## config.mk

```make
export PLATFORM = sky130hd
export DESIGN_NAME = ps2_zx_keyboard
export DESIGN_NICKNAME = d
export VERILOG_FILES = /design/src/rtl/ps2_zx_keyboard.sv
export SDC_FILE = /design/constraint.sdc
export NUM_CORES = 1
export LEC_CHECK = 0
export BUFFER_PORTS_ARGS = -buffer_cell sky130_fd_sc_hd__buf_2
export CAP_MARGIN = 5
export CELL_PAD_IN_SITES_DETAIL_PLACEMENT = 0
export CELL_PAD_IN_SITES_GLOBAL_PLACEMENT = 2
export CORE_ASPECT_RATIO = 1.25
export CORE_UTILIZATION = 36
export CTS_CLUSTER_DIAMETER = 50
export CTS_CLUSTER_SIZE = 25
export DETAILED_ROUTE_END_ITERATION = 10
export PLACE_DENSITY = 0.86
export SETUP_SLACK_MARGIN = 0.2
export SLEW_MARGIN = 20
export SYNTH_ARGS = -nofsm -noshare
export SYNTH_HDL_FRONTEND = slang
export SYNTH_SLANG_ARGS = --single-unit
```

## constraint.sdc

```tcl
create_clock -name clock -period 2.8 [get_ports clock]
set_clock_uncertainty 0.05 [all_clocks]
set_input_delay 0.56 -clock clock [delete_from_list [all_inputs] [get_ports clock]]
set_output_delay 0.56 -clock clock [all_outputs]
set_load 0.01 [all_outputs]
```

## src/rtl/ps2_zx_keyboard.sv

```systemverilog
// PS/2 set-2 keyboard receiver feeding a ZX Spectrum 8x5 key matrix read through port #FE.
// Define PS2_EXTKEYS_EN to map cursor keys and Backspace onto composite CS+digit virtual keys.
module ps2_zx_keyboard #(
    parameter int unsigned TIMEOUT = 100000
) (
    input  logic       clock,
    input  logic       reset_n,
    input  logic       ps2_clk,
    input  logic       ps2_dat,
    input  logic [7:0] address_hi,
    output logic [4:0] keys,
    output logic [7:0] scancode,
    output logic       strobe,
    output logic       error
);
    localparam int unsigned CW = $clog2(TIMEOUT + 1);

    localparam logic [1:0] S_IDLE   = 2'd0;
    localparam logic [1:0] S_DATA   = 2'd1;
    localparam logic [1:0] S_PARITY = 2'd2;
    localparam logic [1:0] S_STOP   = 2'd3;

    logic          clk_s1, clk_s2, clk_prev, dat_s1, dat_s2;
    logic          fall;
    logic [1:0]    state;
    logic [2:0]    bit_cnt;
    logic [7:0]    shift;
    logic          par;
    logic [CW-1:0] tcnt;

    logic [7:0][4:0] mat;
    logic [7:0][4:0] eff;
    logic            ext, rel;
    logic [2:0]      skip;
    logic [6:0]      lk;

    // Idle-high sync reset values so reset never fakes a falling edge.
    always_ff @(posedge clock or negedge reset_n) begin
        if (!reset_n) begin
            clk_s1   <= 1'b1;
            clk_s2   <= 1'b1;
            clk_prev <= 1'b1;
            dat_s1   <= 1'b1;
            dat_s2   <= 1'b1;
        end else begin
            clk_s1   <= ps2_clk;
            clk_s2   <= clk_s1;
            clk_prev <= clk_s2;
            dat_s1   <= ps2_dat;
            dat_s2   <= dat_s1;
        end
    end

    assign fall = clk_prev & ~clk_s2;

    always_ff @(posedge clock or negedge reset_n) begin
        if (!reset_n) begin
            state    <= S_IDLE;
            bit_cnt  <= 3'd0;
            shift    <= 8'h00;
            par      <= 1'b0;
            tcnt     <= '0;
            scancode <= 8'h00;
            strobe   <= 1'b0;
            error    <= 1'b0;
        end else begin
            strobe <= 1'b0;
            error  <= 1'b0;
            if (fall) begin
                tcnt <= '0;
                case (state)
                    S_IDLE: begin
                        if (!dat_s2) begin
                            state   <= S_DATA;
                            bit_cnt <= 3'd0;
                        end else begin
                            error <= 1'b1;
                        end
                    end
                    S_DATA: begin
                        shift   <= {dat_s2, shift[7:1]};
                        bit_cnt <= bit_cnt + 3'd1;
                        if (bit_cnt == 3'd7) state <= S_PARITY;
                    end
                    S_PARITY: begin
                        par   <= dat_s2;
                        state <= S_STOP;
                    end
                    default: begin
                        if (dat_s2 && (^{shift, par})) begin
                            strobe   <= 1'b1;
                            scancode <= shift;
                        end else begin
                            error <= 1'b1;
                        end
                        state <= S_IDLE;
                    end
                endcase
            end else if (state != S_IDLE) begin
                // Abandon a stalled frame silently.
                if (tcnt == CW'(TIMEOUT - 1)) begin
                    state <= S_IDLE;
                    tcnt  <= '0;
                end else begin
                    tcnt <= tcnt + 1'b1;
                end
            end else begin
                tcnt <= '0;
            end
        end
    end

    // Returns {valid, row, col} for a plain (non-E0) set-2 code.
    function automatic logic [6:0] lookup(input logic [7:0] code);
        case (code)
            8'h12: lookup = {1'b1, 3'd0, 3'd0};
            8'h1A: lookup = {1'b1, 3'd0, 3'd1};
            8'h22: lookup = {1'b1, 3'd0, 3'd2};
            8'h21: lookup = {1'b1, 3'd0, 3'd3};
            8'h2A: lookup = {1'b1, 3'd0, 3'd4};
            8'h1C: lookup = {1'b1, 3'd1, 3'd0};
            8'h1B: lookup = {1'b1, 3'd1, 3'd1};
            8'h23: lookup = {1'b1, 3'd1, 3'd2};
            8'h2B: lookup = {1'b1, 3'd1, 3'd3};
            8'h34: lookup = {1'b1, 3'd1, 3'd4};
            8'h15: lookup = {1'b1, 3'd2, 3'd0};
            8'h1D: lookup = {1'b1, 3'd2, 3'd1};
            8'h24: lookup = {1'b1, 3'd2, 3'd2};
            8'h2D: lookup = {1'b1, 3'd2, 3'd3};
            8'h2C: lookup = {1'b1, 3'd2, 3'd4};
            8'h16: lookup = {1'b1, 3'd3, 3'd0};
            8'h1E: lookup = {1'b1, 3'd3, 3'd1};
            8'h26: lookup = {1'b1, 3'd3, 3'd2};
            8'h25: lookup = {1'b1, 3'd3, 3'd3};
            8'h2E: lookup = {1'b1, 3'd3, 3'd4};
            8'h45: lookup = {1'b1, 3'd4, 3'd0};
            8'h46: lookup = {1'b1, 3'd4, 3'd1};
            8'h3E: lookup = {1'b1, 3'd4, 3'd2};
            8'h3D: lookup = {1'b1, 3'd4, 3'd3};
            8'h36: lookup = {1'b1, 3'd4, 3'd4};
            8'h4D: lookup = {1'b1, 3'd5, 3'd0};
            8'h44: lookup = {1'b1, 3'd5, 3'd1};
            8'h43: lookup = {1'b1, 3'd5, 3'd2};
            8'h3C: lookup = {1'b1, 3'd5, 3'd3};
            8'h35: lookup = {1'b1, 3'd5, 3'd4};
            8'h5A: lookup = {1'b1, 3'd6, 3'd0};
            8'h4B: lookup = {1'b1, 3'd6, 3'd1};
            8'h42: lookup = {1'b1, 3'd6, 3'd2};
            8'h3B: lookup = {1'b1, 3'd6, 3'd3};
            8'h33: lookup = {1'b1, 3'd6, 3'd4};
            8'h29: lookup = {1'b1, 3'd7, 3'd0};
            8'h59: lookup = {1'b1, 3'd7, 3'd1};
            8'h14: lookup = {1'b1, 3'd7, 3'd1};
            8'h3A: lookup = {1'b1, 3'd7, 3'd2};
            8'h31: lookup = {1'b1, 3'd7, 3'd3};
            8'h32: lookup = {1'b1, 3'd7, 3'd4};
            default: lookup = 7'd0;
        endcase
    endfunction

    // Extended (E0-prefixed) codes only reach the matrix via virtual keys.
    always_comb begin
        lk = ext ? 7'd0 : lookup(scancode);
    end

`ifdef PS2_EXTKEYS_EN
    logic [4:0] vk;
    logic [4:0] vk_sel;

    // vk: 0 Left, 1 Down, 2 Up, 3 Right, 4 Backspace
    always_comb begin
        vk_sel = 5'd0;
        if (ext) begin
            case (scancode)
                8'h6B: vk_sel = 5'b00001;
                8'h72: vk_sel = 5'b00010;
                8'h75: vk_sel = 5'b00100;
                8'h74: vk_sel = 5'b01000;
                default: vk_sel = 5'd0;
            endcase
        end else if (scancode == 8'h66) begin
            vk_sel = 5'b10000;
        end
    end

    always_ff @(posedge clock or negedge reset_n) begin
        if (!reset_n) begin
            vk <= 5'd0;
        end else if (strobe && skip == 3'd0 && scancode != 8'hE0 && scancode != 8'hF0
                     && scancode != 8'hE1) begin
            vk <= rel ? (vk & ~vk_sel) : (vk | vk_sel);
        end
    end

    always_comb begin
        eff       = mat;
        eff[0][0] = mat[0][0] | (|vk);
        eff[3][4] = mat[3][4] | vk[0];
        eff[4][4] = mat[4][4] | vk[1];
        eff[4][3] = mat[4][3] | vk[2];
        eff[4][2] = mat[4][2] | vk[3];
        eff[4][0] = mat[4][0] | vk[4];
    end
`else
    always_comb begin
        eff = mat;
    end
`endif

    always_ff @(posedge clock or negedge reset_n) begin
        if (!reset_n) begin
            mat  <= '0;
            ext  <= 1'b0;
            rel  <= 1'b0;
            skip <= 3'd0;
        end else if (strobe) begin
            if (skip != 3'd0) begin
                skip <= skip - 3'd1;
            end else if (scancode == 8'hE1) begin
                // Pause sends E1 plus seven further bytes with no break codes.
                skip <= 3'd7;
                ext  <= 1'b0;
                rel  <= 1'b0;
            end else if (scancode == 8'hE0) begin
                ext <= 1'b1;
            end else if (scancode == 8'hF0) begin
                rel <= 1'b1;
            end else begin
                if (lk[6]) mat[lk[5:3]][lk[2:0]] <= ~rel;
                ext <= 1'b0;
                rel <= 1'b0;
            end
        end
    end

    always_comb begin
        logic [4:0] acc;
        acc = 5'd0;
        for (int r = 0; r < 8; r++) begin
            if (!address_hi[r]) acc = acc | eff[r];
        end
        keys = ~acc;
    end

endmodule
```

==> results.ini, run 1 <==
[status]
status = finished, final reports clean

[floorplan]
die_w_um = 110
io_pins = 27
rows = 49
coreArea_mm2 = 0.0143
start_util_pct = 36.9
die_h_um = 138
dieArea_mm2 = 0.0152

[worst_setup_path]
reg2reg_from = scancode[0]$_DFFE_PN0P_
slowest_stage = or4_4
critPathMaxStageDelay_ns = 0.54
end_kind = flip-flop
worstSetupStartpointType = flip-flop
crit_start = scancode[0]$_DFFE_PN0P_
crit_path_cell_trace = inv_4 > ha_4 > nor2b_4 > a211oi_2 > or4_4 > o21a_4 > buf_12 > or3_4 > nor3_2 > mux2i_1
cp.arrival_ns = 2.96
worstSetupPathType = reg -> reg
required_ns = 3.02
cp_max_fo = 4

[drt]
wl_met2_mm = 6.53
route.met3.wl_um = 373
met1_length_mm = 5.66
drt_iter0_drc = 215
wirelength_mm = 13.0
postRouteAntennaNets = 0
top_layer = met4
viasPerCell = 5.32
dr.pass1.iters = 4
avgRoutedWirePerCell_um = 16.2
vias = 4270
post-route-drc-count = 0

[global_routing]
grt_pass1_wl_mm = 21.9
grt_usage_pct = 18.2
grt_pass1_vias = 4412
grt_max_degree = 55
grt_overflow = 0
antenna_found_initial = 0

[logic_synthesis]
synthesis.area_mm2 = 0.00529
synth_seq_cells = 91
ys_seq_area_share_pct = 43.2
synth_edf_count = 0
synthArstFlopShare_pct = 100
synth_cells = 545
ys_warn_count = 0
ys.flop_type = dfrtp_1
synth_area_per_cell_um2 = 9.70
ys_types = 71
synth_fp_nets = 572

[timing]
fmax_mhz = 364
rsz0062_at_grt = true
finalSetupViolCount = 0
max_slew_margin_pct = 62.8
min_period_over_period_pct = 98.1
slew_violations = 0
layout_min_cycle_time_ns = 2.75
setup_ws_ns = 0.0523
hold_viol = 0
tightest_slew_ns = 0.558

[flow_run]
drv_cap = 0

[layout]
final_cell_mix = dfrtp_1 (82), inv_1 (49), buf_4 (48)
drive_above_1_share_pct = 35.4
multi_input_area_mm2 = 0.00306
final_util_pct = 47.5
synthToLayoutAreaGrowth_pct = 28.7
layout_commonest_cell = dfrtp_1
regArea_mm2 = 0.00229
diodes = 0
fill_cells = 1354
nets = 647

[clocking]
postCtsHoldBufs = 0
cts_htree_levels = 3
clkTransAtPathRegs_ns = 0.07
clk_latency_ns = 0.35
clock-sinks = 91
cts-root-buf = clkbuf_16
numCtsBuffers = 9
cts_tree = done
cts_buffer_depth = 2

[min_path]
hold_class = in -> async

[placed_design]
dp_slack_ns = -0.0123
gp_congestion = 0.904
port_buffers = 26
hpwl_mm = 9.15

[pwr]
vdd.ir_drop.worst_v = 0.000391
powerDensity_mw_per_mm2 = 462
p_leak_nw = 2.88

final cells by class:
cell class                 instances  area share [%]
clock buffer                      12            3.91
clock inverter                     4           0.809
timing repair buffer              89            10.3
multi-input combinational        376            45.0
sequential                        91            33.6
tap                              178            3.27
inverter                          53            3.05
worst max-delay path: cells and delay by family (launching register included):
family | cells | cell delay (ns)
simple gates | 4 | 1.30
flops | 1 | 0.45
compound gates | 2 | 0.27
mux | 1 | 0.23
buf+inv | 2 | 0.22
fa+ha+maj | 1 | 0.13
path summary, 6_finish.rpt:
| path | endpoint | slack [ns] | depth (start not counted) |
|---|---|---|---|
| max | eff[25]$_DFFE_PN0P_ | 0.05 | 10 |
| min | eff[33]$_DFFE_PN0P_ | 0.15 | 1 |
| max reg2reg | eff[25]$_DFFE_PN0P_ | 0.05 | 10 |
| min reg2reg | clk_s2$_DFF_PN1_ | 0.31 | 0 |
| max in group asynchronous | clk_prev$_DFF_PN1_ | 1.82 | 2 |
| min in group clock | dat_s1$_DFF_PN1_ | 0.26 | 1 |
through the flow:
stage	setup TNS [ns]	cells	total power, W	hold slack, ns	area (um2)
3_3_place_gp	0	769	0.00185	0.297	5900
5_1_grt	-0.139	803	0.00328	0.188	6810
4_1_cts	0	801	0.00318	0.157	6600
3_5_place_dp	-0.0290	769	0.00186	0.301	5900
2_1_floorplan	0	545	0.00174	0.214	5320
6_report	0	803	0.00315	0.147	6810
layer usage:
layer	track usage, %	vias to the layer above
met4	9.70	0
met1	21.5	2072
li1	-	2093
met3	3.26	31
met2	31.6	74
met5	0	-
synth_stat cells, types with 5 or more instances:
| cell type | instances | area (um2) |
|---|---|---|
| nor3_1 | 8 | 40.0 |
| o21ai_1 | 6 | 30.0 |
| a31oi_1 | 6 | 37.5 |
| nor2_1 | 38 | 143 |
| mux2i_1 | 27 | 270 |
| xnor2_1 | 13 | 114 |
| nand4_1 | 7 | 43.8 |
| nor4_1 | 6 | 37.5 |
| nand2b_1 | 5 | 31.3 |
| o22ai_1 | 21 | 131 |
| o21ai_0 | 21 | 105 |
| buf_6 | 5 | 56.3 |
| dfstp_2 | 5 | 131 |
| nand3_1 | 17 | 85.1 |
| nor2b_1 | 9 | 56.3 |
| buf_2 | 6 | 30.0 |
| dfrtp_1 | 86 | 2150 |
| a21oi_1 | 16 | 80.1 |
| nand2_1 | 40 | 150 |
| o31ai_1 | 13 | 97.6 |
| mux2_2 | 22 | 248 |
| xor2_1 | 11 | 96.3 |
| clkbuf_1 | 10 | 37.5 |
| inv_1 | 52 | 195 |
| ha_1 | 15 | 188 |
where the power goes:
part	switching (W)	internal, W	leakage (nW)	total, W
combinational	0.000225	0.000169	1.48	0.000395
sequential	0.0000607	0.00138	1.24	0.00144
clock	0.000539	0.000770	0.155	0.00131
total	0.000825	0.00232	2.88	0.00315
timing repair:
item                                   4_1_cts  5_1_grt
setup endpoints to repair                   38       40
setup buffers                               16        2
pin swaps                                   21       14
gates resized for setup                     57       48
endpoints found under the hold margin        0        0
cloned                                       0        0
registers in the layout, summed over array words and instances, names as in the netlist:
| signal | cells |
|---|---|
| eff | 40 |
| tcnt | 17 |
| scancode | 8 |
| shift | 8 |
| bit_cnt | 3 |
| skip | 3 |
| state | 2 |
| clk_prev | 1 |
| clk_s1 | 1 |
| clk_s2 | 1 |
| dat_s1 | 1 |
| dat_s2 | 1 |
| error | 1 |
| ext | 1 |
| par | 1 |
| rel | 1 |
| strobe | 1 |
kinds of logic after synthesis:
logic type	after synthesis	share of synthesized area, %
AOI/OAI and AO/OA	123	16.1
buffers and inverters	78	6.53
and+or+nand+nor	164	16.5
adders and majority gates	15	3.55
DFF	91	43.2
xor gates and xnor gates	24	3.97
muxes	50	10.2
Note: power is estimated with default switching activity, not from simulation.
==> run 2: changes to the inputs <==
--- a/config.mk
+++ b/config.mk
@@ -9,7 +9,7 @@
 export CAP_MARGIN = 5
 export CELL_PAD_IN_SITES_DETAIL_PLACEMENT = 0
 export CELL_PAD_IN_SITES_GLOBAL_PLACEMENT = 2
-export CORE_ASPECT_RATIO = 1.25
+export CORE_ASPECT_RATIO = 1.2
 export CORE_UTILIZATION = 36
 export CTS_CLUSTER_DIAMETER = 50
 export CTS_CLUSTER_SIZE = 25
==> run 2 against run 1 <==
Compared with the run above:
- count of clock-buffer cells in the layout down 3
- cell count up 0.25%
- worst setup slack better by 0.015 ns
- sequential cell count unchanged
- die area about the same
- register-to-register slack better by 0.02 ns
- global-route usage up 0.45 points
==> results.ini, run 2 (synthesis gave the netlist of run 1 again) <==
[flow_run]
drv_cap = 0

[global_routing]
grt_pass1_vias = 4416
grt_pass1_wl_mm = 22.1
grt_max_degree = 71
grt_usage_pct = 18.6
grt_overflow = 0
antenna_found_initial = 0

[pwr]
vdd.ir_drop.worst_v = 0.000296
finalPower_w = 0.00310
p_leak_nw = 2.88
powerDensity_mw_per_mm2 = 467

[layout]
layout_commonest_cell = dfrtp_1
synthToLayoutAreaGrowth_pct = 25.5
drive_above_1_share_pct = 32.7
largest_register_ffs = 40
nets = 652
final_cell_mix = dfrtp_1 (81), buf_4 (60), inv_1 (50)
diodes = 0

[worst_setup_path]
required_ns = 3.02
crit_path_cell_trace = buf_6 > ha_4 > a311oi_1 > or4_1 > o21a_1 > buf_4 > or3_4 > nor3_2 > mux2i_1
worstSetupPathType = reg -> reg
path_buf_inv = 2
critPathMaxStageDelay_ns = 0.55
end_kind = flip-flop
worstSetupStartpointType = flip-flop
cp.arrival_ns = 2.95
cp_max_fo = 8
slowest_stage = or4_1
path_delay_family = simple AND/OR/NAND/NOR gates

[floorplan]
dieArea_mm2 = 0.0152
die_w_um = 113
io_pins = 27
rows = 48
start_util_pct = 36.8
die_h_um = 135
coreArea_mm2 = 0.0144

[min_path]
hold_class = in -> async

[clocking]
cts_htree_levels = 3
clock-sinks = 91
numCtsBuffers = 9
cts-root-buf = clkbuf_16
cts_buffer_depth = 2
clk_latency_ns = 0.35
clkTransAtPathRegs_ns = 0.07
postCtsHoldBufs = 0
cts_tree = done

[timing]
min_period_over_period_pct = 97.6
tightest_slew_ns = 0.586
hold_ws_ns = 0.0485
finalSetupViolCount = 0
rsz0062_at_grt = true
hold_viol = 0
layout_min_cycle_time_ns = 2.73
slew_violations = 0
fmax_mhz = 366
setup_ws_ns = 0.0675
max_slew_margin_pct = 60.6

[drt]
post-route-drc-count = 0
avgRoutedWirePerCell_um = 16.4
drt_iter0_drc = 330
postRouteAntennaNets = 0
dr.pass1.iters = 6
viasPerCell = 5.33
wirelength_mm = 13.2
vias = 4291

[placed_design]
gp_congestion = 0.902
hpwl_mm = 9.36
port_buffers = 26
dp_slack_ns = -0.0839

[status]
status = finished, final reports clean

## run 2: cell types whose count changed in the layout (fill, tap and decap cells not counted), sizes merged
cell	delta
clkinv	+1
inv	+3
clkinvlp	-1
buf	+5
clkbuf	-3
## run 2: area by class of cell
type                            count  area (um2)
Clock buffer                        9         225
Multi-Input combinational cell    376        2930
Timing Repair Buffer               94         694
Clock inverter                      7        73.8
Inverter                           53         204
Sequential cell                    91        2290
Fill cell                        1357        7720
Tap cell                          175         219
## run 2: what timing repair did
item	in CTS	in global routing
endpoints found under the setup margin	36	40
pin swaps	12	14
gates resized for setup	43	25
buffers inserted	9	9
## run 2: path summary, 6_finish.rpt
check	slack [ns]	cells after the start	from	endpoint
min	0.05	1	reset_n	eff[3]$_DFFE_PN0P_
min in group clock	0.25	1	ps2_dat	dat_s1$_DFF_PN1_
max reg2reg	0.07	9	scancode[1]$_DFFE_PN0P_	eff[5]$_DFFE_PN0P_
min reg2reg	0.31	0	clk_s1$_DFF_PN1_	clk_s2$_DFF_PN1_
max	0.07	9	scancode[1]$_DFFE_PN0P_	eff[5]$_DFFE_PN0P_
max in group asynchronous	1.93	2	reset_n	clk_s1$_DFF_PN1_
## run 2: report_power, final
group          internal, W  switching, W
registers          0.00138     0.0000596
logic             0.000171      0.000231
clock network     0.000699      0.000555
## run 2: stage by stage
step | std cells | setup TNS [ns] | utilization (%) | cell area, um2
after global routing | 805 | 0 | 46.2 | 6640
after CTS | 796 | 0 | 45.0 | 6460
final | 805 | 0 | 46.2 | 6640
after detailed placement | 771 | -0.223 | 41.2 | 5910
after global placement | 771 | -0.157 | 41.2 | 5910
after floorplan | 545 | 0 | - | 5320
## run 2: routing by layer
metal	routed length, um	global-route usage (%)	up-vias	share of wire (%)
met1	5930	23.6	2091	45
met4	326	9.04	0	2.5
met2	6580	31.4	87	50
li1	-	-	2092	-
met5	0	0	-	0
met3	352	2.42	21	2.7
==> run 3: changes to the inputs <==
--- a/config.mk
+++ b/config.mk
@@ -7,12 +7,11 @@
 export LEC_CHECK = 0
 export BUFFER_PORTS_ARGS = -buffer_cell sky130_fd_sc_hd__buf_2
 export CAP_MARGIN = 5
-export CELL_PAD_IN_SITES_DETAIL_PLACEMENT = 0
+export CELL_PAD_IN_SITES_DETAIL_PLACEMENT = 1
 export CELL_PAD_IN_SITES_GLOBAL_PLACEMENT = 2
 export CORE_ASPECT_RATIO = 1.2
 export CORE_UTILIZATION = 36
 export CTS_CLUSTER_DIAMETER = 50
-export CTS_CLUSTER_SIZE = 25
 export DETAILED_ROUTE_END_ITERATION = 10
 export PLACE_DENSITY = 0.86
 export SETUP_SLACK_MARGIN = 0.2
==> run 3 against run 2 <==
Compared with the run above:
- non-clock buffer count is 11 higher
- via count is 5.8% higher
- combinational power is 3% higher
- register-to-register slack worse by 0.11 ns
- first-iteration DRC count is 34% lower
- critical path depth is 1 higher
- the flow now finishes with violations (setup timing)
- routed wire length is 18% higher
- sequential cell count stayed put
- clock power hardly changed
- sequential power hardly changed
==> results.ini, run 3 (synthesis gave the netlist of run 1 again) <==
[timing]
tns_ns = -0.0384
hold_viol = 0
layout_min_cycle_time_ns = 2.84
min_period_over_period_pct = 101
slew_violations = 0
finalSetupViolCount = 1
tightest_slew_ns = 0.456
fmax_mhz = 352
setup_ws_ns = -0.0384
max_slew_margin_pct = 69.3
rsz0062_at_grt = true

[drt]
vias = 4542
avgRoutedWirePerCell_um = 19.1
wirelength_mm = 15.6
postRouteAntennaNets = 0
drt_iter0_drc = 218
post-route-drc-count = 0
dr.pass1.iters = 4
viasPerCell = 5.57

[min_path]
hold_class = in -> async

[floorplan]
die_w_um = 113
start_util_pct = 36.8
dieArea_mm2 = 0.0152
rows = 48
die_h_um = 135
io_pins = 27
coreArea_mm2 = 0.0144

[placed_design]
gp_congestion = 0.902
dpl_cell_area_mm2 = 0.00591
hpwl_mm = 10.6
port_buffers = 26

[layout]
diodes = 0
final_util_pct = 47.9
regArea_mm2 = 0.00229
nets = 663
largest_register_ffs = 40
fill_cells = 1607
final_cell_area_mm2 = 0.00687
multi_input_area_mm2 = 0.00308
synthToLayoutAreaGrowth_pct = 30.0
layout_commonest_cell = dfrtp_1
final_cell_mix = dfrtp_1 (82), buf_4 (67), inv_1 (49)
drive_above_1_share_pct = 37.3

[worst_setup_path]
end_kind = flip-flop
worstSetupStartpointType = flip-flop
critPathMaxStageDelay_ns = 0.46
rrSetupSlack_ns = -0.04
path_delay_family = simple AND/OR/NAND/NOR gates
cp.arrival_ns = 3.05
crit_path_cell_trace = inv_4 > ha_4 > nor2b_4 > nor4b_1 > or4_1 > o21a_1 > buf_4 > or3_4 > nor3_4 > mux2i_1
cp_max_fo = 6
slowest_stage = dfrtp_2
worstSetupPathType = reg -> reg
path_buf_inv = 2
required_ns = 3.01

[clocking]
numCtsBuffers = 9
clock-sinks = 91
clkTransAtPathRegs_ns = 0.07
cts-root-buf = clkbuf_16
cts_tree = done
cts_buffer_depth = 2
cts_htree_levels = 3
postCtsHoldBufs = 0
clk_latency_ns = 0.35

[pwr]
powerDensity_mw_per_mm2 = 456
vdd.ir_drop.worst_v = 0.000328
p_leak_nw = 2.95
finalPower_w = 0.00313

[global_routing]
grt_pass1_wl_mm = 25.2
grt_max_degree = 71
grt_pass1_vias = 4851
grt_usage_pct = 21.4
antenna_found_initial = 0
grt_overflow = 0

[status]
failed_checks = setup timing
status = complete, but fails checks

[flow_run]
drv_cap = 0

[run 3: changes by cell type in the layout (fill, tap and decap cells not counted), sizes merged]
cell and delta:
buf +11, clkbuf +2, clkinv -1, inv -1
[run 3: where the power goes]
part	total (W)	switching, W	internal (W)
clock	0.00128	0.000553	0.000722
sequential	0.00145	0.0000648	0.00138
combinational	0.000413	0.000241	0.000172
total	0.00313	0.000859	0.00228
[run 3: cell type report]
| class | instances | area share (%) |
|---|---|---|
| inverter | 53 | 2.97 |
| clock buffer | 11 | 3.53 |
| timing repair buffer | 105 | 11.4 |
| clock inverter | 5 | 0.874 |
| tap | 175 | 3.19 |
| sequential | 91 | 33.3 |
| multi-input combinational | 376 | 44.8 |
[run 3: timing repair]
| item | CTS | global route |
|---|---|---|
| setup endpoints to repair | 40 | 40 |
| buffers inserted | 17 | 12 |
| gates resized for setup | 63 | 45 |
| pin swaps | 22 | 17 |
[run 3: final timing paths]
kind,start,endpoint,depth (start not counted)
min in group clock,ps2_dat,dat_s1$_DFF_PN1_,1
setup reg to reg,scancode[1]$_DFFE_PN0P_,eff[15]$_DFFE_PN0P_,10
hold reg to reg,clk_s1$_DFF_PN1_,clk_s2$_DFF_PN1_,0
hold / removal,reset_n,eff[3]$_DFFE_PN0P_,1
setup / recovery,scancode[1]$_DFFE_PN0P_,eff[15]$_DFFE_PN0P_,10
max in group asynchronous,reset_n,clk_s1$_DFF_PN1_,2
[run 3: per-layer routing]
| layer | wire length (um) | track usage, % | share of wire, % |
|---|---|---|---|
| met5 | 0 | 0 | 0 |
| met4 | 456 | 10.1 | 2.9 |
| met3 | 403 | 3.01 | 2.6 |
| met2 | 8040 | 37.8 | 52 |
| met1 | 6680 | 25.5 | 43 |
[run 3: stage by stage]
stage	instances	hold slack (ns)	setup slack, ns
after floorplan	545	0.214	0.0551
after global placement	771	0.297	-0.0643
after detailed placement	771	0.297	-0.142
after CTS	804	0.0503	-0.00859
after global routing	816	0.0667	-0.112
final	816	0.0480	-0.0384
